$ cat config.mk
export PLATFORM = sky130hd
export DESIGN_NAME = seq_mul_cla_flat
export DESIGN_NICKNAME = d
export VERILOG_FILES = /design/src/rtl/seq_mul_cla_if.sv /design/src/rtl/seq_mul_cla.sv /design/src/flat_wrapper.sv
export SDC_FILE = /design/constraint.sdc
export NUM_CORES = 1
export LEC_CHECK = 0
export BUFFER_PORTS_ARGS = -buffer_cell sky130_fd_sc_hd__buf_2
export CAP_MARGIN = 20
export CORE_MARGIN = 1
export CORE_UTILIZATION = 56
export CTS_CLUSTER_SIZE = 40
export DETAILED_ROUTE_END_ITERATION = 16
export PLACE_DENSITY_LB_ADDON = 0.12
export SLEW_MARGIN = 40
export SYNTH_ARGS = -nofsm -noshare
export SYNTH_HDL_FRONTEND = slang
export SYNTH_SLANG_ARGS = --single-unit
$ cat constraint.sdc
create_clock -name clk -period 9.8 [get_ports clk]
set_input_delay 1.47 -clock clk [delete_from_list [all_inputs] [get_ports clk]]
set_output_delay 1.47 -clock clk [all_outputs]
set_load 0.01 [all_outputs]
$ cat src/rtl/seq_mul_cla_if.sv
// Request/result bundle for the sequential shift-and-add multiplier.
interface seq_mul_cla_if #(
  parameter int unsigned WIDTH = 64
);
  logic                 start;
  logic [WIDTH-1:0]     a;
  logic [WIDTH-1:0]     b;
  logic                 busy;
  logic                 done;
  logic [2*WIDTH-1:0]   product;

  modport master (
    output start, a, b,
    input  busy, done, product
  );

  modport slave (
    input  start, a, b,
    output busy, done, product
  );
endinterface

$ cat src/rtl/seq_mul_cla.sv
// Radix-2 shift-and-add unsigned multiplier; one partial-product add per cycle
// through a 64-bit carry-lookahead adder.

module cla_adder #(
  parameter int unsigned WIDTH = 64
) (
  input  logic [WIDTH-1:0] a,
  input  logic [WIDTH-1:0] b,
  input  logic             c_in,
  output logic [WIDTH-1:0] sum,
  output logic             c_out
);
  localparam int unsigned NGRP = WIDTH / 4;

  logic [WIDTH-1:0] g;
  logic [WIDTH-1:0] p;
  logic [WIDTH-1:0] c;
  logic [NGRP-1:0]  grp_g;
  logic [NGRP-1:0]  grp_p;
  logic [NGRP:0]    gc;

  assign g = a & b;
  assign p = a ^ b;

  // 4-bit lookahead groups: group generate/propagate plus in-group carries
  for (genvar k = 0; k < NGRP; k++) begin : g_grp
    localparam int unsigned B = 4 * k;
    logic [3:0] gg;
    logic [3:0] pp;
    assign gg = g[B+3:B];
    assign pp = p[B+3:B];
    assign grp_g[k] = gg[3] | (pp[3] & gg[2]) | (pp[3] & pp[2] & gg[1])
                    | (pp[3] & pp[2] & pp[1] & gg[0]);
    assign grp_p[k] = &pp;
    assign c[B]   = gc[k];
    assign c[B+1] = gg[0] | (pp[0] & gc[k]);
    assign c[B+2] = gg[1] | (pp[1] & gg[0]) | (pp[1] & pp[0] & gc[k]);
    assign c[B+3] = gg[2] | (pp[2] & gg[1]) | (pp[2] & pp[1] & gg[0])
                  | (pp[2] & pp[1] & pp[0] & gc[k]);
  end

  // Group carries ripple between lookahead groups
  always_comb begin
    gc    = '0;
    gc[0] = c_in;
    for (int unsigned k = 0; k < NGRP; k++) begin
      gc[k+1] = grp_g[k] | (grp_p[k] & gc[k]);
    end
  end

  assign sum   = p ^ c;
  assign c_out = gc[NGRP];
endmodule

module seq_mul_cla #(
  parameter int unsigned WIDTH = 64
) (
  input  logic          clk,
  input  logic          rst,
  seq_mul_cla_if.slave  bus
);
  localparam int unsigned CNT_W = $clog2(WIDTH);

  typedef enum logic [1:0] {S_IDLE, S_RUN, S_DONE} state_t;

  state_t               state, state_n;
  logic [WIDTH-1:0]     mcand, mcand_n;
  logic [WIDTH-1:0]     acc_hi, acc_hi_n;
  logic [WIDTH-1:0]     acc_lo, acc_lo_n;
  logic [CNT_W-1:0]     cnt, cnt_n;
  logic [2*WIDTH-1:0]   product_q, product_n;
  logic                 busy_q, busy_n;
  logic                 done_q, done_n;

  logic [WIDTH-1:0]     add_b;
  logic [WIDTH-1:0]     sum;
  logic                 c_out;
  logic [2*WIDTH-1:0]   shifted;

  assign add_b = acc_lo[0] ? mcand : '0;

  cla_adder #(.WIDTH(WIDTH)) u_cla (
    .a     (acc_hi),
    .b     (add_b),
    .c_in  (1'b0),
    .sum   (sum),
    .c_out (c_out)
  );

  // 129-bit {c_out, sum, acc_lo} shifted right by one; the dropped bit is acc_lo[0]
  assign shifted = {c_out, sum, acc_lo[WIDTH-1:1]};

  // Next-state and next-output logic
  always_comb begin
    state_n   = state;
    mcand_n   = mcand;
    acc_hi_n  = acc_hi;
    acc_lo_n  = acc_lo;
    cnt_n     = cnt;
    product_n = product_q;
    busy_n    = 1'b0;
    done_n    = 1'b0;
    unique case (state)
      S_IDLE: begin
        if (bus.start) begin
          mcand_n  = bus.a;
          acc_lo_n = bus.b;
          acc_hi_n = '0;
          cnt_n    = '0;
          busy_n   = 1'b1;
          state_n  = S_RUN;
        end
      end
      S_RUN: begin
        {acc_hi_n, acc_lo_n} = shifted;
        cnt_n  = cnt + CNT_W'(1);
        busy_n = 1'b1;
        if (cnt == CNT_W'(WIDTH - 1)) begin
          product_n = shifted;
          done_n    = 1'b1;
          state_n   = S_DONE;
        end
      end
      S_DONE: begin
        state_n = S_IDLE;
      end
      default: begin
        state_n = S_IDLE;
      end
    endcase
  end

  always_ff @(posedge clk) begin
    if (rst) begin
      state     <= S_IDLE;
      mcand     <= '0;
      acc_hi    <= '0;
      acc_lo    <= '0;
      cnt       <= '0;
      product_q <= '0;
      busy_q    <= 1'b0;
      done_q    <= 1'b0;
    end else begin
      state     <= state_n;
      mcand     <= mcand_n;
      acc_hi    <= acc_hi_n;
      acc_lo    <= acc_lo_n;
      cnt       <= cnt_n;
      product_q <= product_n;
      busy_q    <= busy_n;
      done_q    <= done_n;
    end
  end

  assign bus.busy    = busy_q;
  assign bus.done    = done_q;
  assign bus.product = product_q;
endmodule

$ cat src/flat_wrapper.sv
// flat-port wrapper written by rule: the top's interface ports become plain ports
module seq_mul_cla_flat 
#(
  parameter int unsigned WIDTH = 64
)
  (clk, rst, bus_start, bus_a, bus_b, bus_busy, bus_done, bus_product);
  seq_mul_cla_if #(.WIDTH(WIDTH)) bus_i ();
  input  logic clk;
  input  logic rst;
  input wire logic [$bits(bus_i.start)-1:0] bus_start;
  input wire logic [$bits(bus_i.a)-1:0] bus_a;
  input wire logic [$bits(bus_i.b)-1:0] bus_b;
  output wire logic [$bits(bus_i.busy)-1:0] bus_busy;
  output wire logic [$bits(bus_i.done)-1:0] bus_done;
  output wire logic [$bits(bus_i.product)-1:0] bus_product;
  assign bus_i.start = bus_start;
  assign bus_i.a = bus_a;
  assign bus_i.b = bus_b;
  assign bus_busy = bus_i.busy;
  assign bus_done = bus_i.done;
  assign bus_product = bus_i.product;
  seq_mul_cla #(.WIDTH(WIDTH)) u_core (.clk(clk), .rst(rst), .bus(bus_i));
endmodule
# After elaboration in Yosys (flattened, before gate mapping)

Index checks and enable logic that the tools add are counted.

Register bits after elaboration: 330
Bits of input ports: 131
Output and inout bits: 130
Logic and storage cells: 442

$add $sub $neg: 1
Equal/unequal tests: 4
Mux-type cells: 13
Bitwise gates (word level): 394
Reduce and logical (&&, ||, !) cells: 22

Operators by type and width:

| cell                | count |
|---|---|
| $pmux 64 s2         | 2 |
| $and 1x1->1         | 234 |
| $mux 64             | 3 |
| $or 1x1->1          | 156 |
| $xor 64x64->64      | 2 |
| $and 64x64->64      | 1 |
| $reduce_and 4->1    | 15 |
| $pmux 6 s2          | 1 |
| $reduce_and 2->1    | 4 |
| $add 6x1->6 const B | 1 |
| $eq 6x6->1 const B  | 1 |
| $mux 6              | 1 |
| $mux 2              | 2 |
| $pmux 2 s2          | 1 |
| $eq 2x1->1 const B  | 1 |
| $logic_not 2->1     | 1 |
| $mux 1              | 2 |
| $ne 2x1->1 const B  | 1 |
| $ne 2x2->1 const B  | 1 |
| $pmux 1 s2          | 1 |
| $reduce_bool 2->1   | 1 |
| $reduce_or 2->1     | 1 |
| $not 1->1           | 1 |

# Depth between registers and ports, before layout

Gate-level depths: netlist of the first run.

Word-level depth: 38
Mapped depth: 17

# Cells and area by module

A second synthesis of the first run with hierarchy kept.

Cells, all modules: 1,941
Area, all modules: 16,613.4 µm²

Modules (own cells, without submodules):

| module      | times used | cells each | area each (µm²) | seq. area each (µm²) |
|---|---|---|---|---|
| seq_mul_cla | 1          | 1,584      | 13,699.4        | 6,606.3 |
| cla_adder   | 1          | 357        | 2,914.0         | 0.0 |

# Worst setup path before layout of the first run

Ideal clock, no wire load.

Kind: reg2reg
From: reg u_core.acc_lo[0]
To: reg u_core.acc_hi[47]
Setup time: 65 ps
Data arrival time: 3,433 ps
Data required time: 9,735 ps
Path slack: 6,302 ps
Cell stages (with the launch flop): 18
Path buffers: 2
Path through: dfxtp_1 clkbuf_1 clkbuf_1 nand2_1 inv_1 ha_1 a211oi_2 o21bai_1 a32oi_2 a21oi_2 nor3_2 nor3_1 o21ai_0 nor2b_1 fa_1 nor2_1 a21oi_1 nor2_1

Cells in the longest elaborated chain, start to end: 30
Elaborated cells between the ends (all ways): 134

RTL lines:

| what                                             | line                                 | source |
|---|---|---|
| start, declared                                  | seq_mul_cla.sv:69                    | `logic [WIDTH-1:0] acc_lo, acc_lo_n;` |
| start signal, assigned                           | seq_mul_cla.sv:147                   | `acc_lo <= acc_lo_n;` |
| $mux 64 *                                        | seq_mul_cla.sv:80                    | `assign add_b = acc_lo[0] ? mcand : '0;` |
| $xor 64x64->64 or $and 64x64->64 (tied branches) | seq_mul_cla.sv:23, seq_mul_cla.sv:22 |  |
| $and 1x1->1 (on tied branches)                   | seq_mul_cla.sv:32, seq_mul_cla.sv:33 |  |
| $or 1x1->1 (tied with other cells)               | seq_mul_cla.sv:32                    | `assign grp_g[k] = gg[3] \| (pp[3] & gg[2]) \| (pp[3] & pp[2] & gg[1])` |
| $or 1x1->1 or $and 1x1->1 (tied branches)        | seq_mul_cla.sv:32, seq_mul_cla.sv:33 |  |
| $or 1x1->1                                       | seq_mul_cla.sv:33                    | `\| (pp[3] & pp[2] & pp[1] & gg[0]);` |
| $and 1x1->1                                      | seq_mul_cla.sv:47                    | `gc[k+1] = grp_g[k] \| (grp_p[k] & gc[k]);` |
| $or 1x1->1                                       | seq_mul_cla.sv:47                    |  |
| (+14 left out)                                   | n/a                                  |  |
| $and 1x1->1                                      | seq_mul_cla.sv:47                    |  |
| $or 1x1->1                                       | seq_mul_cla.sv:47                    |  |
| $and 1x1->1                                      | seq_mul_cla.sv:47                    |  |
| $or 1x1->1                                       | seq_mul_cla.sv:47                    |  |
| $and 1x1->1                                      | seq_mul_cla.sv:47                    |  |
| $or 1x1->1                                       | seq_mul_cla.sv:47                    |  |
| $xor 64x64->64 *                                 | seq_mul_cla.sv:51                    | `assign sum = p ^ c;` |
| $pmux 64 s2 *                                    | seq_mul_cla.sv:103                   | `unique case (state)` |
| end signal, assigned                             | seq_mul_cla.sv:146                   | `acc_hi <= acc_hi_n;` |
| end, declared                                    | seq_mul_cla.sv:68                    | `logic [WIDTH-1:0] acc_hi, acc_hi_n;` |

Every way passes the cells marked *; elsewhere a longest branch is shown, timed or not.
A chain may end at the register's enable or synchronous reset.

# Worst setup path in the final report of the first run

From: reg u_core.acc_lo[0]
To: reg u_core.acc_hi[48]

Cells in the longest elaborated chain, start to end: 32
Elaborated cells between the ends (all ways): 136

RTL lines:

| what                                             | line                                 | source |
|---|---|---|
| $mux 64 *                                        | seq_mul_cla.sv:80                    |  |
| $xor 64x64->64 or $and 64x64->64 (tied branches) | seq_mul_cla.sv:23, seq_mul_cla.sv:22 |  |
| $and 1x1->1 (on tied branches)                   | seq_mul_cla.sv:32, seq_mul_cla.sv:33 |  |
| $or 1x1->1 (tied with other cells)               | seq_mul_cla.sv:32                    |  |
| $or 1x1->1 or $and 1x1->1 (tied branches)        | seq_mul_cla.sv:32, seq_mul_cla.sv:33 |  |
| $or 1x1->1                                       | seq_mul_cla.sv:33                    |  |
| $and 1x1->1                                      | seq_mul_cla.sv:47                    |  |
| $or 1x1->1                                       | seq_mul_cla.sv:47                    |  |
| (+16 left out)                                   | n/a                                  |  |
| $and 1x1->1                                      | seq_mul_cla.sv:47                    |  |
| $or 1x1->1                                       | seq_mul_cla.sv:47                    |  |
| $and 1x1->1                                      | seq_mul_cla.sv:47                    |  |
| $or 1x1->1                                       | seq_mul_cla.sv:47                    |  |
| $and 1x1->1                                      | seq_mul_cla.sv:36                    | `assign c[B+1] = gg[0] \| (pp[0] & gc[k]);` |
| $or 1x1->1                                       | seq_mul_cla.sv:36                    |  |
| $xor 64x64->64 *                                 | seq_mul_cla.sv:51                    |  |
| $pmux 64 s2 *                                    | seq_mul_cla.sv:103                   |  |

Marks and branches as above.

==> results of run 1 <==
[state kept, by name (all words and copies together) (netlist names)]
register,flops
u_core.cnt,6
u_core.bus.busy,1
u_core.acc_lo,64
u_core.acc_hi,64
u_core.bus.done,1
u_core.bus.product,128
u_core.state,2
u_core.mcand,64
[critical path, stage by stage (launching register included)]
cell and delay, ps:
dfxtp_4 770, nand2_1 210, inv_1 100, ha_1 170, a211oi_2 70, o21bai_1 440, a32oi_2 260, a21oi_2 360
nor3_2 110, nor3_1 220, o21ai_0 130, nor2b_1 170, fa_1 400, xnor2_1 160, a22oi_1 160, nor2_1 50
[stage by stage]
| step | setup WS, ps | instance area (µm²) | utilization, % | hold slack, ps |
|---|---|---|---|---|
| 4_1_cts | 5873 | 18610 | 66.79 | 452.0 |
| 2_1_floorplan | 6302 | 15910 | - | 429.1 |
| 5_1_grt | 5407 | 18630 | 66.86 | 467.5 |
| 3_5_place_dp | 5763 | 17350 | 62.29 | 444.1 |
| 6_report | 5844 | 18630 | 66.86 | 449.0 |
| 3_3_place_gp | 5597 | 17340 | 62.25 | 438.6 |
[layout by cell type, fill, tap and decap left out, types with 14 or more instances in the layout]
cell / instances
o221ai_1: 63
nand2_1: 429
nand3_1: 29
and2_1: 55
a21oi_1: 274
clkbuf_16: 39
a21o_1: 19
buf_4: 14
a22oi_1: 26
fa_1: 16
ha_1: 65
buf_2: 258
xnor2_1: 21
xor2_1: 15
inv_1: 43
a211oi_1: 19
nor2_1: 173
or3_1: 14
o21ai_0: 94
dfxtp_1: 328
[Yosys cell counts (3+ instances only)]
cell type,n,area [µm²]
or3_1,14,87.58
a31oi_1,6,37.54
a21oi_1,274,1371
dfxtp_1,330,6606
clkbuf_1,133,499.2
buf_1,7,26.28
nor4_1,3,18.77
a32o_1,6,60.06
a21boi_0,4,30.03
a211o_1,3,26.28
nor4_2,3,37.54
and3_1,11,68.82
nor3_1,11,55.05
a311o_1,5,50.05
a211oi_1,19,142.6
o211ai_1,9,67.56
xnor2_1,21,183.9
inv_1,46,172.7
nor3b_1,3,22.52
o21ai_1,9,45.04
nand3_1,31,155.2
fa_1,16,320.3
xor2_1,15,131.4
o21a_1,5,37.54
o221ai_1,63,551.8
a311oi_1,4,35.03
a22o_1,9,78.83
nand4_1,11,68.82
o31ai_1,6,45.04
nand2b_1,3,18.77
nor2b_1,3,18.77
a21o_1,19,142.6
o2111ai_1,5,43.79
nand2_1,430,1614
nor3_2,3,30.03
and2_1,55,344.1
a22oi_1,26,195.2
nand3b_1,7,52.55
nor2_1,176,660.6
ha_1,65,813.3
o21ai_0,94,470.5
[cells by family after synthesis]
| family | after synthesis | synth area share (%) |
|---|---|---|
| xor+xnor | 36 | 1.982 |
| simple gates | 782 | 21.43 |
| flops | 330 | 41.52 |
| buf+inv | 189 | 4.466 |
| compound gates | 592 | 23.42 |
| fa+ha+maj | 81 | 7.124 |
| mux | 1 | 0.06291 |
[worst paths after layout]
check / from / endpoint / slack [ps] / depth (start not counted)
worst max register to register: u_core.acc_lo[0]$_SDFFE_PP0P_ / u_core.acc_hi[48]$_SDFFE_PP0P_ / 5840 / 15
worst max-delay path: u_core.acc_lo[0]$_SDFFE_PP0P_ / u_core.acc_hi[48]$_SDFFE_PP0P_ / 5840 / 15
worst min register to register: u_core.bus.product[88]$_SDFFE_PP0P_ / u_core.bus.product[88]$_SDFFE_PP0P_ / 450 / 2
worst min-delay path: u_core.bus.product[88]$_SDFFE_PP0P_ / u_core.bus.product[88]$_SDFFE_PP0P_ / 450 / 2
[report_power, final]
group / internal, mW / total (mW) / switching, mW
Combinational: 0.0811 / 0.224 / 0.143
Clock: 0.875 / 1.43 / 0.556
Sequential: 1.39 / 1.43 / 0.0453
Total: 2.34 / 3.09 / 0.744
[final cells by class]
cell class | count | share of cell area [%]
diodes | 5 | 0.06718
clock buffers | 55 | 5.831
clock inverters | 12 | 0.9002
inverters | 48 | 0.9808
multi-input cells | 1492 | 46.43
flip-flops and latches | 330 | 35.50
well taps | 378 | 2.539
repair buffers | 276 | 7.752
[per-layer routing]
layer | global-route usage [%] | wire length (µm)
met1 | 38.83 | 19250
met2 | 46.62 | 19720
met3 | 4.210 | 2781
met4 | 10.81 | 1203
met5 | 0 | 0
==> flow_summary.ini, run 1 <==
[global_routing]
antenna_found_initial = 5
grt_max_degree = 109
grt.total_usage_pct = 28.80
grt_overflow = 0
grt_pass1_vias = 13790
grt_pass1_wl_um = 68370

[drt]
vias = 15110
first_pass_iters = 6
drc = 0
wl_per_cell_um = 16.54
post_drt_via_cell_ratio = 5.819
ant_nets = 0
drt_iter0_markers = 1397
routed_wl_um = 42950

[synthesis]
yosysSeqAreaShare_pct = 41.52
netlist_instances = 2011
synth_warnings = 0
synth_edf_count = 0
ys_seq_elements = 330
syn_nets = 2223
synth_area_um2 = 15910
synth_area_per_cell_um2 = 7.912
synth_cell_types = 78
synthFlopType = dfxtp_1
async_reset_ff_share_pct = 0

[place]
io_buffers = 260
place_inst = 2524
place.gp.congestion = 0.9257
hpwl_um = 27570

[sta]
fin_crit_sh_pct = 40.36
hold_violations = 0
worstMarginPinSlew_ps = 829.8
relSlewSlack_pct = 44.68
fin_skew_ps = 14.01
finalCriticalPeriod_ps = 3956
fmax_mhz = 252.8
fin_tns_setup_ps = 0
finalSetupViolCount = 0
grt_setup_unrepaired = no
slew_viol_final = 0

[cells_and_area]
fin_nets = 2397
multi_input_area_um2 = 8648
fillers = 2420
area.growth.synth_to_final_pct = 17.06
stdcell_count = 2596
seq_area_um2 = 6611
drive_above_1_share_pct = 17.04

[die]
rows = 61
die_y_um = 170.6
coreArea_um2 = 27860
initial_core_util_pct = 57.12
ioPinCount = 261
dieArea_um2 = 29090
chipWidth_um = 170.6

[setup_path]
endpoint_kind = flop
cp.required_ps = 10170
start_kind = flop
worstSetupPathType = flop to flop
arrival_ps = 4330
crit_fanout = 66

[power]
ir_drop_mv = 0.1393
p_leak_nw = 7.918
power.total_mw = 3.088
p_per_area_nw_per_um2 = 165.8

[cts]
holdBufCountCts = 0
cts-root-buf = clkbuf_16
clk_pin_slew_ps = 60
clock_sinks = 330
postCtsSetupBuffers = 0
cts_inserted_buffers = 37
cts_tree = done
clk-insertion-delay-late_ps = 520
clockBufferDepth = 3
htreeDepth = 2
cts_resized = 0

[worst_hold_path]
min_path_type = flop to flop

[flow_run]
drv_cap = 0

[status]
status = finished clean
No activity file was read; power rests on OpenSTA's default activity.
==> run 2: changes to the inputs <==
- clock period: 9.8 -> 3.9 ns (I/O delays scaled with it)
==> flow_summary.ini, run 2 (synthesis results as in run 1) <==
[status]
status = finished clean

[cells_and_area]
stdcell_count = 2606
layout_common_cells = nand2_1 (429), dfxtp_1 (328), a21oi_1 (273)
seq_area_um2 = 6609
fin_nets = 2410
multi_input_area_um2 = 8673
fillers = 2398
area.growth.synth_to_final_pct = 18.15
largest_reg_flops = 128
final_common_cell = nand2_1
drive_above_1_share_pct = 17.81
finalCoreUtilization_pct = 67.48

[sta]
fin_skew_ps = 15.58
fin_ws_ps = 176.2
relSlewSlack_pct = 43.88
fin_crit_sh_pct = 95.48
hold_violations = 0
finalSetupViolCount = 0
worstMarginPinSlew_ps = 838.6
slew_viol_final = 0
fin_tns_setup_ps = 0
whs_ps = 300.6
fmax_mhz = 268.5
finalCriticalPeriod_ps = 3724

[setup_path]
endpoint_kind = flop
cp_common_cell = o21ai_0
crit_fanout = 31
timing.rr.start = u_core.acc_lo[0]$_SDFFE_PP0P_
slowest_stage = fa_1
r2r-end = u_core.acc_hi[36]$_SDFFE_PP0P_
cp.required_ps = 4280
arrival_ps = 4100
path_cells = buf_12 -> and2_1 -> ha_1 -> nand4_1 -> nor3_1 -> a22oi_2 -> buf_4 -> a21boi_2 -> o21ai_0 -> o21ai_0 -> a21oi_1 -> fa_1 -> xnor2_1 -> a22oi_1 -> nor2_1
worstSetupPathType = flop to flop
reg2reg_slack_ps = 180
critical-path-max-stage-delay_ps = 420
ff2ff_path_depth = 15
start_kind = flop

[die]
dieArea_um2 = 29090
initial_core_util_pct = 57.12
coreArea_um2 = 27860
rows = 61
die_y_um = 170.6
chipWidth_um = 170.6
ioPinCount = 261

[worst_hold_path]
whs_endpoint = u_core.mcand[9]$_SDFFE_PP0P_
min_path_type = input pin to flop
holdPathStages = 3
worstHoldStart = bus_a[9]

[cts]
cts_inserted_buffers = 36
holdBufCountCts = 0
cts_tree = done
htreeDepth = 2
clk_pin_slew_ps = 60
clock_sinks = 330
clockBufferDepth = 3
cts-root-buf = clkbuf_16
clk-insertion-delay-late_ps = 520

[power]
ir_drop_mv = 0.3061
p_leak_nw = 8.020
p_per_area_nw_per_um2 = 412.8

[drt]
first_pass_iters = 6
routed_wl_um = 43090
wl_per_cell_um = 16.54
drc = 0
post_drt_via_cell_ratio = 5.747
ant_nets = 0
vias = 14980
drt_iter0_markers = 1154

[global_routing]
grt_pass1_wl_um = 68550
antenna_found_initial = 3
grt.total_usage_pct = 28.77
grt_max_degree = 128
grt_overflow = 0
grt_pass1_vias = 13630

[place]
dpl_worst_slack_ps = 251.5
place_inst = 2535
io_buffers = 260
place.gp.congestion = 0.8930
hpwl_um = 28290

[flow_run]
drv_cap = 0
-- run 2: changes by cell type in the layout (fill, tap and decap cells not counted), moves of 2 or more --
cell	before	now
inv_6	2	0
clkinv_2	6	8
buf_4	14	25
clkbuf_1	11	5
buf_12	0	4
-- run 2: repair_timing --
action,in CTS,in global routing
hold endpoints to repair,0,0
gates resized for setup,0,4
buffers inserted,0,3
endpoints found under the setup margin,0,4
-- run 2: area by class of cell --
| cell class | instances | area share (%) |
|---|---|---|
| multi-input combinational | 1492 | 46.14 |
| sequential | 330 | 35.15 |
| antenna | 4 | 0.05324 |
| timing repair buffer | 290 | 8.473 |
| inverter | 48 | 0.9584 |
| tap | 378 | 2.516 |
| clock inverter | 16 | 1.185 |
| clock buffer | 48 | 5.524 |
-- run 2: routing by layer --
layer / routed length (µm) / global-route usage [%]
met1: 20010 / 40.00
met2: 19450 / 45.45
met3: 2290 / 3.840
met4: 1343 / 10.73
met5: 0 / 0
-- run 2: critical path: cells and delay by family (launching register included) --
| family | cells | cell delay, ps |
|---|---|---|
| buffers and inverters | 2 | 350 |
| adder cells (fa/ha/maj) | 2 | 820 |
| AO/OA/AOI/OAI | 6 | 1210 |
| AND/OR/NAND/NOR | 4 | 710 |
| flip-flops | 1 | 340 |
| XOR/XNOR | 1 | 160 |
-- run 2: worst max-delay path by stage --
| stage | depth (start not counted) | endpoint | slack [ps] | startpoint |
|---|---|---|---|---|
| after floorplan | 17 | u_core.acc_hi[47]$_SDFFE_PP0P_ | 400 | u_core.acc_lo[0]$_SDFFE_PP0P_ |
| after global routing | 15 | u_core.bus.product[100]$_SDFFE_PP0P_ | -70 | u_core.acc_lo[0]$_SDFFE_PP0P_ |
| after detailed placement | 15 | u_core.acc_hi[47]$_SDFFE_PP0P_ | 250 | u_core.acc_lo[0]$_SDFFE_PP0P_ |
| after CTS | 15 | u_core.acc_hi[47]$_SDFFE_PP0P_ | 220 | u_core.acc_lo[0]$_SDFFE_PP0P_ |
| final | 15 | u_core.acc_hi[36]$_SDFFE_PP0P_ | 180 | u_core.acc_lo[0]$_SDFFE_PP0P_ |
| after global placement | 15 | u_core.acc_hi[47]$_SDFFE_PP0P_ | 370 | u_core.acc_lo[0]$_SDFFE_PP0P_ |
-- run 2: report_power, final --
part | leakage, nW | internal [mW] | switching, mW | total, mW
registers | 2.69 | 3.49 | 0.0983 | 3.59
clock network | 0.623 | 2.21 | 1.37 | 3.58
logic | 4.71 | 0.216 | 0.379 | 0.595
-- run 2: stage by stage --
stage	total power [mW]	area, µm²
final	7.761	18800
after global routing	8.037	18800
after CTS	7.807	18740
after detailed placement	4.243	17480
after global placement	4.228	17470
after floorplan	4.019	15910
==> run 3: changes to the inputs <==
- CORE_MARGIN: 1 -> 4
==> flow_summary.ini, run 3 (synthesis results as in run 1) <==
[sta]
fmax_mhz = 271.9
finalCriticalPeriod_ps = 3677
fin_crit_sh_pct = 94.29
finalSetupViolCount = 0
fin_skew_ps = 17.10
worstMarginPinSlew_ps = 760.8
grt_setup_unrepaired = yes
hold_violations = 0
relSlewSlack_pct = 49.09
slew_viol_final = 0

[setup_path]
start_kind = flop
cp.required_ps = 4270
endpoint_kind = flop
crit_fanout = 26
arrival_ps = 4050
worstSetupPathType = flop to flop
ff2ff_path_depth = 15

[die]
die_y_um = 176.6
dieArea_um2 = 31170
chipWidth_um = 176.6
rows = 61
coreArea_um2 = 27930
initial_core_util_pct = 56.96
ioPinCount = 261

[cts]
cts_tree = done
cts-root-buf = clkbuf_16
clk_pin_slew_ps = 70
clk-insertion-delay-late_ps = 520
cts_inserted_buffers = 35
clockBufferDepth = 3
clock_sinks = 330
htreeDepth = 2

[power]
switching_share_pct = 24.19
ir_drop_mv = 0.3352
p_sw_mw = 1.819
p_leak_nw = 7.972
seqPwrFrac_pct = 47.7
combPwrFrac_pct = 7.9
clkPwrFrac_pct = 44.3
power.internal_mw = 5.700
p_per_area_nw_per_um2 = 401.7

[drt]
vias = 15010
post_drt_via_cell_ratio = 5.781
routed_wl_um = 44720
drc = 0
first_pass_iters = 5
drt_iter0_markers = 1309
ant_nets = 0
wl_per_cell_um = 17.22

[place]
hpwl_um = 29460
place_inst = 2537
place_area_um2 = 17490
io_buffers = 260
place.gp.congestion = 0.9119

[cells_and_area]
design_area_um2 = 18720
stdcell_count = 2597
largest_reg_flops = 128
area.growth.synth_to_final_pct = 17.64
fin_nets = 2410
drive_above_1_share_pct = 17.86
layout_common_cells = nand2_1 (429), dfxtp_1 (328), a21oi_1 (274)
final_common_cell = nand2_1

[worst_hold_path]
holdPathStages = 3
min_path_type = input pin to flop

[flow_run]
drv_cap = 0

[global_routing]
grt_pass1_wl_um = 71730
grt_max_degree = 102
grt.total_usage_pct = 27.43
grt_pass1_vias = 14170
grt_overflow = 0
antenna_found_initial = 2

[status]
status = finished clean
## run 3: cell types whose count changed in the layout (fill, tap and decap cells not counted), sizes merged
| cell | delta |
|---|---|
| diode | -2 |
| buf | +1 |
| clkinv | -4 |
| clkbuf | -1 |
| bufinv | -3 |
## run 3: worst paths after layout
path	start	to	slack (ps)
max	u_core.acc_lo[0]$_SDFFE_PP0P_	u_core.acc_hi[48]$_SDFFE_PP0P_	220
min	bus_a[17]	u_core.mcand[17]$_SDFFE_PP0P_	310
max reg2reg	u_core.acc_lo[0]$_SDFFE_PP0P_	u_core.acc_hi[48]$_SDFFE_PP0P_	220
min reg2reg	u_core.bus.product[65]$_SDFFE_PP0P_	u_core.bus.product[65]$_SDFFE_PP0P_	450
## run 3: stage by stage
| step | utilization, % | hold WS, ps | setup WS [ps] | total power, mW | TNS [ps] |
|---|---|---|---|---|---|
| after global routing | 67.01 | 299.8 | -45.60 | 7.792 | -111.4 |
| after CTS | 66.70 | 290.6 | 228.2 | 7.565 | 0 |
| final | 67.01 | 306.0 | 222.6 | 7.519 | 0 |
| after detailed placement | 62.60 | 443.9 | 251.5 | 4.245 | 0 |
| after floorplan | - | 429.1 | 402.0 | 4.019 | 0 |
| after global placement | 62.56 | 439.4 | 305.7 | 4.230 | 0 |
## run 3: what timing repair did
item,4_1_cts,5_1_grt
resized for setup,0,10
setup endpoints to repair,0,7
buffers inserted,0,2
hold endpoints to repair,0,0
hold buffers,0,0
## run 3: cell type report
| type | count | area [µm²] |
|---|---|---|
| fill | 2427 | 9216 |
| sequential | 330 | 6609 |
| multi-input combinational | 1492 | 8711 |
| clock buffer | 47 | 1044 |
| tap | 378 | 473.0 |
| clock inverter | 9 | 101.3 |
| inverter | 48 | 180.2 |
| timing repair buffer | 291 | 1595 |
| antenna | 2 | 5.005 |
## run 3: power groups by stage
stage	Combinational, mW	Sequential [mW]	Clock, mW
2_1_floorplan	0.395	3.62	0
3_3_place_gp	0.574	3.66	0
3_5_place_dp	0.589	3.66	0
4_1_cts	0.592	3.58	3.39
5_1_grt	0.668	3.60	3.52
6_report	0.597	3.59	3.33
## run 3: routing by layer
metal / routed length [µm] / part of all wire [%] / global-route usage, % / vias up
met1: 19950 / 45 / 37.93 / 7110
li1: - / - / - / 7379
met4: 1109 / 2.5 / 7.705 / 0
met5: 0 / 0 / 0 / -
met3: 2578 / 5.8 / 3.640 / 74
met2: 21080 / 47 / 45.35 / 450
## run 3: critical path, cell delays in order (launching register included)
cell and delay, ps:
dfxtp_2 390, buf_12 180, and2_1 140, ha_2 380, nand4_1 250, nor4_4 400
a22oi_2 140, a21boi_2 290, nor3_4 100, nor3_2 180, o21ai_0 130, nor2b_1 170
fa_1 400, xnor2_1 150, a22oi_1 160, nor2_1 50
